<file path="src/rtl/pfb_pkg.sv">
// Shared types for the pixel frame buffer: FSM state encoding and controller
// command opcodes.
package pfb_pkg;

  typedef enum logic [1:0] {
    ST_IDLE  = 2'b00,
    ST_WRITE = 2'b01,
    ST_READ  = 2'b10,
    ST_CLEAR = 2'b11
  } pfb_state_e;

  localparam logic [1:0] CMD_NONE  = 2'b00;
  localparam logic [1:0] CMD_WRITE = 2'b01;
  localparam logic [1:0] CMD_READ  = 2'b10;
  localparam logic [1:0] CMD_CLEAR = 2'b11;

  function automatic int pfb_addr_w(input int depth);
    return (depth > 1) ? $clog2(depth) : 1;
  endfunction

endpackage

</file>
<file path="src/rtl/pfb_mem.sv">
// Single-port frame store: synchronous write, registered read with enable.
// The read register doubles as the block's output data register.
module pfb_mem #(
  parameter int DATA_W = 8,
  parameter int DEPTH  = 12,
  parameter int ADDR_W = 4
) (
  input  logic              clk,
  input  logic              we,
  input  logic              re,
  input  logic [ADDR_W-1:0] addr,
  input  logic [DATA_W-1:0] wdata,
  output logic [DATA_W-1:0] rdata
);

  logic [DATA_W-1:0] mem [DEPTH];

  always_ff @(posedge clk) begin
    if (we) mem[addr] <= wdata;
    if (re) rdata <= mem[addr];
  end

endmodule

</file>
<file path="src/rtl/pixel_frame_buffer.sv">
// Pixel frame buffer: WRITE/READ/CLEAR command FSM over a DEPTH-sample store.
// Optional `PFB_LEVEL_EN adds a level output counting samples of the last WRITE.
module pixel_frame_buffer
  import pfb_pkg::*;
#(
  parameter  int DATA_W   = 8,
  parameter  int IMG_H    = 2,
  parameter  int IMG_W    = 2,
  parameter  int CHANNELS = 3,
  localparam int DEPTH    = IMG_H * IMG_W * CHANNELS,
  localparam int ADDR_W   = pfb_addr_w(DEPTH)
) (
  input  logic              clk,
  input  logic              rst_n,
  input  logic              cmd_valid,
  input  logic [1:0]        cmd_op,
  output logic              cmd_ready,
  input  logic [DATA_W-1:0] in_data,
  input  logic              in_valid,
  output logic              in_ready,
  output logic [DATA_W-1:0] out_data,
  output logic              out_valid,
  input  logic              out_ready,
  output logic              busy,
`ifdef PFB_LEVEL_EN
  output logic [ADDR_W:0]   level,
`endif
  output logic              done
);

  localparam logic [ADDR_W-1:0] LAST = ADDR_W'(DEPTH - 1);

  pfb_state_e        state, state_nxt;
  logic [ADDR_W-1:0] addr, addr_nxt, addr_inc, mem_addr;
  logic              ov_nxt, done_nxt;
  logic              we, re;
  logic [DATA_W-1:0] wdata, rdata;

  assign addr_inc  = addr + 1'b1;
  assign cmd_ready = (state == ST_IDLE);
  assign busy      = (state != ST_IDLE);
  assign in_ready  = (state == ST_WRITE);
  assign out_data  = out_valid ? rdata : '0;

  always_ff @(posedge clk or negedge rst_n) begin
    if (!rst_n) begin
      state     <= ST_IDLE;
      addr      <= '0;
      out_valid <= 1'b0;
      done      <= 1'b0;
    end else begin
      state     <= state_nxt;
      addr      <= addr_nxt;
      out_valid <= ov_nxt;
      done      <= done_nxt;
    end
  end

  // In READ, addr tracks the sample held in the output register, so the next
  // fetch targets addr+1. Sample 0 is prefetched on command acceptance so the
  // first beat is valid one cycle later.
  always_comb begin
    state_nxt = state;
    addr_nxt  = addr;
    ov_nxt    = out_valid;
    done_nxt  = 1'b0;
    we        = 1'b0;
    re        = 1'b0;
    mem_addr  = addr;
    wdata     = in_data;
    case (state)
      ST_IDLE: begin
        mem_addr = '0;
        if (cmd_valid) begin
          case (cmd_op)
            CMD_WRITE: begin
              state_nxt = ST_WRITE;
              addr_nxt  = '0;
            end
            CMD_READ: begin
              state_nxt = ST_READ;
              addr_nxt  = '0;
              re        = 1'b1;
              ov_nxt    = 1'b1;
            end
            CMD_CLEAR: begin
              state_nxt = ST_CLEAR;
              addr_nxt  = '0;
            end
            default: ;
          endcase
        end
      end
      ST_WRITE: begin
        if (in_valid) begin
          we = 1'b1;
          if (addr == LAST) begin
            state_nxt = ST_IDLE;
            addr_nxt  = '0;
            done_nxt  = 1'b1;
          end else begin
            addr_nxt = addr_inc;
          end
        end
      end
      ST_READ: begin
        if (addr == LAST) begin
          if (out_valid && out_ready) begin
            state_nxt = ST_IDLE;
            addr_nxt  = '0;
            ov_nxt    = 1'b0;
            done_nxt  = 1'b1;
          end
        end else if (!out_valid || out_ready) begin
          re       = 1'b1;
          mem_addr = addr_inc;
          addr_nxt = addr_inc;
          ov_nxt   = 1'b1;
        end
      end
      ST_CLEAR: begin
        we    = 1'b1;
        wdata = '0;
        if (addr == LAST) begin
          state_nxt = ST_IDLE;
          addr_nxt  = '0;
          done_nxt  = 1'b1;
        end else begin
          addr_nxt = addr_inc;
        end
      end
      default: begin
        state_nxt = ST_IDLE;
        addr_nxt  = '0;
        ov_nxt    = 1'b0;
      end
    endcase
  end

  pfb_mem #(
    .DATA_W(DATA_W),
    .DEPTH (DEPTH),
    .ADDR_W(ADDR_W)
  ) u_mem (
    .clk  (clk),
    .we   (we),
    .re   (re),
    .addr (mem_addr),
    .wdata(wdata),
    .rdata(rdata)
  );

`ifdef PFB_LEVEL_EN
  logic [ADDR_W:0] level_q;

  always_ff @(posedge clk or negedge rst_n) begin
    if (!rst_n)
      level_q <= '0;
    else if (state == ST_IDLE && cmd_valid && (cmd_op == CMD_WRITE || cmd_op == CMD_CLEAR))
      level_q <= '0;
    else if (state == ST_WRITE && in_valid)
      level_q <= level_q + 1'b1;
  end

  assign level = level_q;
`endif

endmodule

</file>
<file path="config.mk">
export PLATFORM = sky130hd
export DESIGN_NAME = pixel_frame_buffer
export DESIGN_NICKNAME = d
export VERILOG_FILES = /design/src/rtl/pfb_pkg.sv /design/src/rtl/pfb_mem.sv /design/src/rtl/pixel_frame_buffer.sv
export SDC_FILE = /design/constraint.sdc
export NUM_CORES = 1
export LEC_CHECK = 0
export ABC_AREA = 0
export CORE_MARGIN = 8
export CORE_UTILIZATION = 25
export CTS_BUF_LIST = sky130_fd_sc_hd__clkbuf_16
export DETAILED_ROUTE_END_ITERATION = 6
export GPL_TIMING_DRIVEN = 0
export MAX_ROUTING_LAYER = met4
export SLEW_MARGIN = 25
export SYNTH_ARGS = -nofsm -noshare
export SYNTH_HDL_FRONTEND = slang
export SYNTH_SLANG_ARGS = --single-unit
export TNS_END_PERCENT = 30
</file>
<file path="constraint.sdc">
create_clock -name clk -period 7.55 [get_ports clk]
set_input_delay 2.265 -clock clk [delete_from_list [all_inputs] [get_ports clk]]
set_output_delay 2.265 -clock clk [all_outputs]
set_load 0.02 [all_outputs]
</file>
### Yosys cells after proc, flatten, opt, wreduce, memory -nomap -nowiden

Memories as Yosys holds them, arrays and structs flattened. A register that Yosys moved wholly into a read port is not among the register bits.
Cells that the tools add are included.

* register bits after elaboration: 8
* bits in latches: 0
* bits in writable memories: 96
* memory bits (read-only): 0
* input bits: 15
* output and inout port bits: 13
* logic and storage cells: 71
* memories: 1

Memory list
* u_mem.mem: words 12, bits a word 8, rd ports 1, clocked after memory_dff 1, wr ports 1, RTL line pfb_mem.sv:16 `logic [DATA_W-1:0] mem [DEPTH];`

* $add $sub $neg: 1
* $mul: 0
* divide/modulo/power cells: 0
* order comparisons: 0
* equal/unequal tests: 16
* shift operators: 0
* mux-type cells: 39
* bitwise gates (word level): 0
* reduce and logical (&&, ||, !) cells: 10

Operator list (number)
* 4-bit 2-to-1 mux: 8
* 1-bit 2-to-1 mux: 16
* 8-bit 2-to-1 mux: 2
* 4-bit case mux with 4 select lines: 1
* 2-bit 2-to-1 mux: 5
* 2-bit != test (second input constant): 5
* 5-bit AND reduction: 2
* 2-bit == test (second input constant): 4
* 2-bit case mux with 4 select lines: 1
* 4-bit case mux with 2 select lines: 1
* 3-bit != test (second input constant): 2
* 1-bit case mux with 2 select lines: 3
* 2-bit case mux with 3 select lines: 1
* 4-bit by 1-bit adder with 4-bit output (second input constant): 1
* 2-bit by 1-bit == test with 1-bit output (second input constant): 2
* 4-bit == test (second input constant): 1
* 4-bit by 1-bit != test with 1-bit output (second input constant): 1
* 4-bit AND reduction: 1
* 2-bit nonzero test: 2
* 1-bit case mux with 3 select lines: 1
* 3-bit OR reduction: 1
* 2-bit logical NOT: 1
* 2-bit by 1-bit != test with 1-bit output (second input constant): 1
* 1-bit logical AND: 1
* 2 further kinds: 2

### Longest topological paths before layout

* depth after elaboration: 5
* mapped depth: 10
* depth with buffers taken out: 7

### By module

Synthesis repeated with hierarchy kept, for this count alone.

* cells, all modules: 315
* area total of the unflattened synthesis: 4942.2 µm²

Modules (own cells, without submodules)
* pfb_mem: times used 1, cells each 209, area an instance 4097.7 µm², seq. area each 3123.0 µm²
* pixel_frame_buffer: times used 1, cells each 106, area an instance 844.6 µm², seq. area each 200.2 µm²

### Least setup slack after synthesis

Ideal clock, no wire load.

* path type: input -> register
* from: in out_ready
* to: mem u_mem.mem[9][0] (enable)
* setup time: 0.395 ns
* arrival time: 4.139 ns
* data required time: 7.155 ns
* setup slack: 3.017 ns
* stages on the path: 6
* path buffers: 1
* cells stage by stage: nor2b_1 -> buf_2 -> o21ai_0 -> a31oi_2 -> nor2_1 -> nor4_1

* longest elaborated chain between the ends: 4

RTL lines
* start, declared: RTL line pixel_frame_buffer.sv:23 `input logic out_ready,`
* 1-bit logical OR: RTL line pixel_frame_buffer.sv:114 `end else if (!out_valid || out_ready) begin`
* 4-bit 2-to-1 mux
* 4-bit 2-to-1 mux: RTL line pixel_frame_buffer.sv:107 `if (addr == LAST) begin`
* 4-bit case mux with 2 select lines: RTL line pixel_frame_buffer.sv:71 `case (state)`
* end, declared: RTL line pfb_mem.sv:16

Every way passes these cells.

### Worst setup path in the final report

* from: in out_ready
* to: mem u_mem.mem[5][0] (enable)

Same word-level chain as after synthesis.

==> results.sh <==
export IMPL_status="finished, final reports clean"
export IMPL_cts_setup_buffers=0
export IMPL_p_per_area_nw_per_um2=286
export IMPL_min_period_over_period=0.658
export IMPL_async_flop_share=0.0714
export IMPL_drive_gt1_frac=0.166
export IMPL_ctsRootBufferMaster="clkbuf_16"
export IMPL_fin_crit_ns=4.96
export IMPL_drc=0
export IMPL_synth_seq_cells=112
export IMPL_synth_distinct_cells=55
export IMPL_route_met3_wl_um=781
export IMPL_dp_slack_ns=2.23
export IMPL_skew_ns=0.0122
export IMPL_syn_cell_area_um2=5570
export IMPL_end_kind="flip-flop"
export IMPL_wl_per_cell_um=18.2
export IMPL_rows=54
export IMPL_clk_pin_slew_ns=0.07
export IMPL_syn_to_final_growth_pct=17.2
export IMPL_drt_iter0_drc=309
export IMPL_cts_tree="yes"
export IMPL_ys_seq_area_frac=0.597
export IMPL_grt_max_degree=22
export IMPL_synth_area_leader_cell="edfxtp_1"
export IMPL_dieWidth_um=165
export IMPL_vias=3671
export IMPL_maxCapViolCount=0
export IMPL_dp_hpwl_um=9560
export IMPL_worstSetupPathType="input pin to flip-flop"
export IMPL_max_clock_path_buffers=2
export IMPL_grt_pass1_wl_um=20800
export IMPL_highest_layer="met4"
export IMPL_synthesis_nets=429
export IMPL_ys_flop_type="edfxtp_1"
export IMPL_grt_overflow=0
export IMPL_place_congestion=0.883
export IMPL_grt_usage=0.103
export IMPL_arrival_ns=4.95
export IMPL_die_area_um2=27300
export IMPL_wl_met1_um=6080
export IMPL_cts_resized=0
export IMPL_hold_path_class="flip-flop to flip-flop"
export IMPL_portBuffers=27
export IMPL_core_area_um2=21800
export IMPL_finalSetupTns_ns=0
export IMPL_clock_latency_ns=0.36
export IMPL_dr_pass1_iters=5
export IMPL_final_cell_mix="104 x edfxtp_1, 42 x mux2i_1, 27 x clkdlybuf4s50_1"
export IMPL_rsz0062_at_grt="no"
export IMPL_relSlewSlack=0.264
export IMPL_final_common_cell="edfxtp_1"
export IMPL_avgSynthCellArea_um2=13.6
export IMPL_reg2reg_depth=8
export IMPL_grt_pass1_vias=3727
export IMPL_cts_buffers=9
export IMPL_synth_edf_count=104
export IMPL_antenna_found_initial=0
export IMPL_finalWirelength_um=13300
export IMPL_yosysTopAreaCellShare=0.561
export IMPL_die_y_um=165
export IMPL_drt_antenna_violating_nets=0
export IMPL_final_nets=468
export IMPL_crit_required_ns=7.54
export IMPL_setup_violations=0
export IMPL_cts_sinks=112
export IMPL_n_fill_cell=2157
export IMPL_diodes=0
export IMPL_min_path_cells=2
export IMPL_ioPinCount=28
export IMPL_ctsHoldBuffers=0
export IMPL_p_leak_nw=2.07
export IMPL_initial_core_util=0.255
export IMPL_worst_pin_slew_ns=1.10
export IMPL_worst_slack_ns=2.59
export IMPL_crit_fanout=10
export IMPL_via_per_inst=5.02
export IMPL_htree_levels=3
export IMPL_finalHoldViolations=0
export IMPL_cp_start_kind="input pin"
export IMPL_synthTopCellsByArea="edfxtp_1 56%, mux2i_1 7.6%, dfrtp_1 3.6%, mux2_2 3.2%, a221oi_2 1.9%"
export IMPL_fmax_mhz=201
export IMPL_dr_wl_met2_um=6110
export IMPL_vdd_drop_max_uv=156
export IMPL_synth_cells=408
export IMPL_maxSlewViolCount=0
export IMPL_yosys_warnings=0
==> synth_stat cells, types with 4 or more instances <==
library cell	number
a21boi_0	8
a21oi_1	7
a221oi_1	9
a221oi_2	7
a22o_1	5
and2_1	10
buf_2	11
buf_6	4
clkbuf_1	9
dfrtp_1	8
edfxtp_1	104
ha_1	6
inv_1	8
mux2_2	16
mux2i_1	42
nand2_1	21
nand2b_1	4
nand3_1	14
nor2_1	10
nor2b_1	13
nor3_1	5
nor3b_1	9
o21ai_0	8
o221ai_1	8
o22ai_1	16
o31ai_1	6
o32ai_1	8
==> cell type report <==
cell class	instances	area, um^2	share of cell area
flip-flops and latches	112	3320	0.509
multi-input cells	261	2100	0.322
well taps	280	350	0.0537
repair buffers	28	275	0.0422
clock buffers	9	225	0.0345
plain buffers	26	143	0.0219
clock inverters	7	71.3	0.0109
inverters	9	33.8	0.00518
==> registers in the layout, summed over array words and instances (netlist names) <==
register     cells
u_mem.mem       96
done             1
out_valid        1
addr             4
u_mem.rdata      8
state            2
==> critical path, stage by stage <==
cell and delay (ns):
clkdlybuf4s50_1 0.56, nor2b_1 0.07, buf_2 0.18, or4_1 0.47, a211oi_1 0.26, o31ai_1 0.15
clkbuf_1 0.29, nor3_2 0.69
==> kinds of logic (layout without fill, tap and decap cells) <==
group | Yosys count | in the layout | synth area share
muxes | 58 | 58 | 0.108
buffers and inverters | 35 | 79 | 0.0317
AOI/OAI and AO/OA | 93 | 93 | 0.143
and+or+nand+nor | 104 | 104 | 0.107
adders and majority gates | 6 | 6 | 0.0135
DFF | 112 | 112 | 0.597
==> worst paths after layout <==
check / start / end / slack [ns]
min: state[1] / state[1] / 0.58
max in group asynchronous: rst_n / state[1] / 5.10
min in group asynchronous: rst_n / out_valid / 2.17
max: out_ready / u_mem.mem[5][0] / 2.59
min reg2reg: state[1] / state[1] / 0.58
max reg2reg: state[0] / u_mem.mem[10][3] / 4.10
==> metrics by stage <==
stage	hold slack, ns	instances	area (um^2)	util	power [W]
after CTS	0.573	732	6520	0.299	0.00187
after global placement	0.536	715	6190	0.284	0.00139
after global routing	0.618	732	6520	0.299	0.00195
after detailed placement	0.559	716	6220	0.285	0.00140
final	0.583	732	6520	0.299	0.00187
after floorplan	0.498	408	5570	-	0.00121
==> report_power, final <==
| group | switching, W | internal, W | total, W |
|---|---|---|---|
| sequential | 0.0000186 | 0.000749 | 0.000767 |
| clock | 0.000239 | 0.000234 | 0.000473 |
| combinational | 0.000393 | 0.000233 | 0.000626 |
==> routing by layer <==
metal  global-route usage  up-vias
li1                     -     1704
met1                0.129     1827
met2                0.156      118
met3               0.0231       22
met4               0.0508        0
met5                    -        -
Power figures use the tool's default switching activity.
